===== src/rtl/prog_fsm_pkg.sv =====
// Shared types and constants for the programmable Moore state machine.
package prog_fsm_pkg;

  typedef enum logic {
    INIT = 1'b0,
    RUN  = 1'b1
  } ctrl_e;

  localparam logic SEL_TRANS = 1'b0;
  localparam logic SEL_OUT   = 1'b1;

  function automatic int unsigned cfg_width(input int unsigned st_w, input int unsigned out_w);
    return (st_w > out_w) ? st_w : out_w;
  endfunction

endpackage


===== src/rtl/prog_fsm_tbl.sv =====
// Single-write-port table with asynchronous read; holds no reset state.
module prog_fsm_tbl #(
  parameter int unsigned AW = 5,
  parameter int unsigned DW = 3
) (
  input  logic          clk,
  input  logic          we_i,
  input  logic [AW-1:0] waddr_i,
  input  logic [DW-1:0] wdata_i,
  input  logic [AW-1:0] raddr_i,
  output logic [DW-1:0] rdata_o
);

  logic [DW-1:0] mem_q [2**AW];

  always_ff @(posedge clk) begin
    if (we_i) mem_q[waddr_i] <= wdata_i;
  end

  assign rdata_o = mem_q[raddr_i];

endmodule


===== src/rtl/prog_fsm.sv =====
// Run-time programmable table-driven Moore FSM; self-loads counter defaults after reset.
// Optional visited-state mask enabled by defining PROG_FSM_VISITED_EN.
module prog_fsm
  import prog_fsm_pkg::*;
#(
  parameter int unsigned IN_W        = 2,
  parameter int unsigned ST_W        = 3,
  parameter int unsigned OUT_W       = 3,
  parameter int unsigned RESET_STATE = 0
) (
  input  logic                               clk,
  input  logic                               reset,
  input  logic                               en,
  input  logic [IN_W-1:0]                    a,
  output logic [OUT_W-1:0]                   saida,
  output logic [ST_W-1:0]                    state_o,
  output logic                               busy,
`ifdef PROG_FSM_VISITED_EN
  input  logic                               clr_visited,
  output logic [2**ST_W-1:0]                 visited,
`endif
  input  logic                               cfg_we,
  input  logic                               cfg_sel,
  input  logic [IN_W+ST_W-1:0]               cfg_addr,
  input  logic [cfg_width(ST_W, OUT_W)-1:0]  cfg_data,
  output logic                               cfg_ack
);

  localparam int unsigned AW = IN_W + ST_W;

  ctrl_e            ctrl_q, ctrl_d;
  logic [AW-1:0]    idx_q, idx_d;
  logic [ST_W-1:0]  state_q, state_d;
  logic             ack_q, ack_d;

  logic             t_we, o_we;
  logic [AW-1:0]    t_waddr;
  logic [ST_W-1:0]  t_wdata, t_rdata, o_waddr;
  logic [OUT_W-1:0] o_wdata, o_rdata;
  logic             init_last, step;

  assign init_last = (ctrl_q == INIT) && (&idx_q);
  assign step      = (ctrl_q == RUN) && en;

  always_comb begin
    ctrl_d  = ctrl_q;
    idx_d   = idx_q;
    state_d = state_q;
    ack_d   = 1'b0;
    t_we    = 1'b0;
    t_waddr = idx_q;
    t_wdata = idx_q[ST_W-1:0] + ST_W'(1);
    o_we    = 1'b0;
    o_waddr = idx_q[ST_W-1:0];
    o_wdata = OUT_W'(idx_q[ST_W-1:0]);
    if (ctrl_q == INIT) begin
      t_we  = 1'b1;
      o_we  = (idx_q[AW-1:ST_W] == '0);
      idx_d = idx_q + AW'(1);
      if (init_last) ctrl_d = RUN;
    end else begin
      // Table read is asynchronous, so a same-edge write never affects this step.
      if (en) state_d = t_rdata;
      ack_d   = cfg_we;
      t_we    = cfg_we && (cfg_sel == SEL_TRANS);
      t_waddr = cfg_addr;
      t_wdata = cfg_data[ST_W-1:0];
      o_we    = cfg_we && (cfg_sel == SEL_OUT);
      o_waddr = cfg_addr[ST_W-1:0];
      o_wdata = cfg_data[OUT_W-1:0];
    end
  end

  always_ff @(posedge clk or negedge reset) begin
    if (!reset) begin
      ctrl_q  <= INIT;
      idx_q   <= '0;
      state_q <= ST_W'(RESET_STATE);
      ack_q   <= 1'b0;
    end else begin
      ctrl_q  <= ctrl_d;
      idx_q   <= idx_d;
      state_q <= state_d;
      ack_q   <= ack_d;
    end
  end

  prog_fsm_tbl #(.AW(AW), .DW(ST_W)) u_trans (
    .clk     (clk),
    .we_i    (t_we),
    .waddr_i (t_waddr),
    .wdata_i (t_wdata),
    .raddr_i ({a, state_q}),
    .rdata_o (t_rdata)
  );

  prog_fsm_tbl #(.AW(ST_W), .DW(OUT_W)) u_out (
    .clk     (clk),
    .we_i    (o_we),
    .waddr_i (o_waddr),
    .wdata_i (o_wdata),
    .raddr_i (state_q),
    .rdata_o (o_rdata)
  );

  assign busy    = (ctrl_q == INIT);
  assign saida   = (ctrl_q == RUN) ? o_rdata : '0;
  assign state_o = state_q;
  assign cfg_ack = ack_q;

`ifdef PROG_FSM_VISITED_EN
  logic [2**ST_W-1:0] vis_q, vis_d;

  // Clear is applied first so a coinciding entry survives it.
  always_comb begin
    vis_d = clr_visited ? '0 : vis_q;
    if (init_last) vis_d[RESET_STATE] = 1'b1;
    if (step)      vis_d[t_rdata]     = 1'b1;
  end

  always_ff @(posedge clk or negedge reset) begin
    if (!reset) vis_q <= '0;
    else        vis_q <= vis_d;
  end

  assign visited = vis_q;
`endif

endmodule

===== config.mk =====
export PLATFORM = sky130hd
export DESIGN_NAME = prog_fsm
export DESIGN_NICKNAME = d
export VERILOG_FILES = /design/src/rtl/prog_fsm_pkg.sv /design/src/rtl/prog_fsm_tbl.sv /design/src/rtl/prog_fsm.sv
export SDC_FILE = /design/constraint.sdc
export NUM_CORES = 1
export LEC_CHECK = 0
export CORE_ASPECT_RATIO = 2
export CORE_MARGIN = 2
export CORE_UTILIZATION = 30
export DETAILED_ROUTE_END_ITERATION = 8
export PLACE_DENSITY = 0.46
export SLEW_MARGIN = 40
export SYNTH_ARGS = -nofsm -noshare
export SYNTH_HDL_FRONTEND = slang
export SYNTH_HIERARCHICAL = 1
export SYNTH_SLANG_ARGS = --single-unit

===== constraint.sdc =====
create_clock -name clk -period 2.8 [get_ports clk]
set_input_delay 0.56 -clock clk [delete_from_list [all_inputs] [get_ports clk]]
set_output_delay 0.56 -clock clk [all_outputs]
set_load 0.05 [all_outputs]

==> impl_metrics.toml <==
[critical_path]
crit_type = "flop to primary output"
crit_slowest_cell = "mux4_1"
worstSetupEndpointType = "primary output"
cp.arrival_ps = 2160
cp-start-kind = "flop"
slowest_delay_ps = 570
worstPathMaxFanout = 8
crit_required_ps = 2240
cp_num_buf_inv = 2
crit_chain = "buf_12, mux4_1, mux2_2, and2_1, buf_4"
cp_top_family = "multiplexers"

[cells_and_area]
final_common_cell = "edfxtp_1"
syn2layout_area_growth_pct = 21.0
nets = 353
drive_above_1_share_pct = 29.5
nFillCells = 1672
fin_cells = 562
antenna_cells = 0
final_cell_mix = "120 x edfxtp_1, 39 x nor2_1, 30 x mux4_2, 21 x buf_4, 18 x nand2_1"

[power]
power.total_mw = 5.96
ir_drop_uv = 507
p_leak_nw = 2.21
power_density_nw_per_um2 = 905

[drt]
vias = 2696
ant_nets = 0
wire_per_inst_um = 22.8
via_per_inst = 4.80
initialDrtViolationCount = 142
drtPass1Iterations = 4
drcViolationCount = 0
drt_wl_total_mm = 12.8

[timing]
worstMarginPinSlew_ps = 561
min_period_ps = 2720
finalSetupViolations = 0
finalMaxSlewViolations = 0
period_share_pct = 97.3
fin_worst_skew_ps = 6.35
setup_tns_ps = 0
rsz0062_at_grt = "no"
slew_headroom_pct = 62.3
hold_viol = 0
max_freq_ghz = 0.367

[cts]
cts_made_buffers = 17
cts_tree = "yes"
hold_buffers = 0
clockBufferDepth = 2
clk_pin_slew_worst_paths_ps = 60
htree_levels = 4
root_buffer = "clkbuf_16"
clkLatencyLatePin_ps = 420
clock-sinks = 130

[floorplan]
die_h_um = 194
core_um2 = 17800
row_count = 69
ioPinCount = 23
dieWidth_um = 99.2
initial_utilization_pct = 30.6
die_area_um2 = 19300

[job]
drv_cap = 0

[global_route]
grt_pass1_wl_mm = 19.2
grt_use_total_pct = 14.3
overflow = 0
grt_max_degree = 33
antenna_found_initial = 0
first_global_vias = 3104

[worst_hold_path]
hold_class = "primary input to asynchronous set/reset pin"

[synthesis]
syn_area_um2 = 5440
synth_cell_type_count = 30
synth-edff-count = 120
syn-num-nets = 306
yosysWarnings = 6
synthArstFlopShare_pct = 7.69
synthCells = 289
synth_seq_cells = 130
syn_avg_cell_area_um2 = 18.8
ys_seq_area_share_pct = 70.8
ys.flop_type = "edfxtp_1"

[place]
dp.cells = 527
gp_congestion = 0.711
place_hpwl_mm = 8.73
port_buffers = 22

[status]
status = "complete, no violations"
==> state kept, by name (all words and copies together), names as in the netlist <==
name	count
state_o	3
ctrl_q	1
u_out/mem_q	24
cfg_ack	1
u_trans/mem_q	96
idx_q	5
==> Yosys cell counts, types with 2 or more instances <==
cell      instances  area (um^2)
edfxtp_1        120         3600
nor2_1           39          146
mux4_2           29          653
nand2_1          18         67.6
dfrtp_1          10          250
mux2_2            9          101
nand2b_1          8         50.1
mux4_1            7          184
buf_6             6         67.6
nand3b_1          5         37.5
and2_1            4         25.0
clkbuf_1          4         15.0
xnor2_1           4         35.0
mux2_4            3         45.0
or3b_2            3         26.3
ha_1              2         25.0
inv_1             2         7.51
nand3_1           2         10.0
nor3_1            2         10.0
o21ai_0           2         10.0
==> per-stage QoR <==
stage	worst slack (ps)	util, %	hold slack [ps]	instance area, um^2
after floorplan	24.7	-	264	5440
final	75.0	37.0	495	6590
after global placement	265	33.5	528	5960
after CTS	18.5	37.0	499	6590
after detailed placement	264	33.5	527	5960
after global routing	2.17	37.0	524	6590
==> cells by family (layout without fill, tap and decap cells) <==
family / Yosys count / count (layout) / share of synthesized area (%)
flip-flops: 130 / 130 / 70.8
AND/OR/NAND/NOR: 87 / 87 / 7.75
multiplexers: 48 / 48 / 18.1
buffers and inverters: 14 / 74 / 1.86
AO/OA/AOI/OAI: 4 / 4 / 0.414
XOR/XNOR: 4 / 4 / 0.644
adder cells (fa/ha/maj): 2 / 2 / 0.460
==> where the power goes <==
| group | total [mW] | internal (mW) | switching [mW] |
|---|---|---|---|
| Sequential | 2.20 | 2.16 | 0.0413 |
| Clock | 2.17 | 1.32 | 0.848 |
| Combinational | 1.60 | 0.819 | 0.777 |
==> final timing paths <==
check                                        from                endpoint  slack (ps)  cells after the start
max in group asynchronous                   reset  state_o[0]$_DFFE_PN0P_        1920                      1
min in group clk             idx_q[3]$_DFFE_PN0N_    idx_q[3]$_DFFE_PN0N_         540                      1
max reg2reg                state_o[0]$_DFFE_PN0P_  state_o[0]$_DFFE_PN0P_         240                      6
min                                         reset    idx_q[0]$_DFFE_PN0N_         490                      1
max                        state_o[0]$_DFFE_PN0P_                saida[0]          80                      5
min reg2reg                  idx_q[3]$_DFFE_PN0N_    idx_q[3]$_DFFE_PN0N_         540                      1
==> repair_timing <==
action	CTS	global route
resized for setup	1	0
endpoints found under the setup margin	3	0
buffers inserted	2	0
==> routing by layer <==
layer	vias up	part of all wire, %	GRT usage (%)	wire length (um)
met5	-	0	0	0
met4	0	2.3	6.44	290
met3	17	2.5	2.88	319
met1	1388	33	13.0	4220
li1	1237	-	-	-
met2	54	62	28.7	7970
==> final cells by class <==
cell class | count | area [um^2] | area share [%]
multi-input cells | 145 | 1490 | 22.6
well taps | 213 | 267 | 4.05
clock inverters | 15 | 159 | 2.41
flip-flops and latches | 130 | 3850 | 58.5
repair buffers | 40 | 380 | 5.78
clock buffers | 17 | 425 | 6.46
inverters | 2 | 7.51 | 0.114
Power figures use the tool's default switching activity.
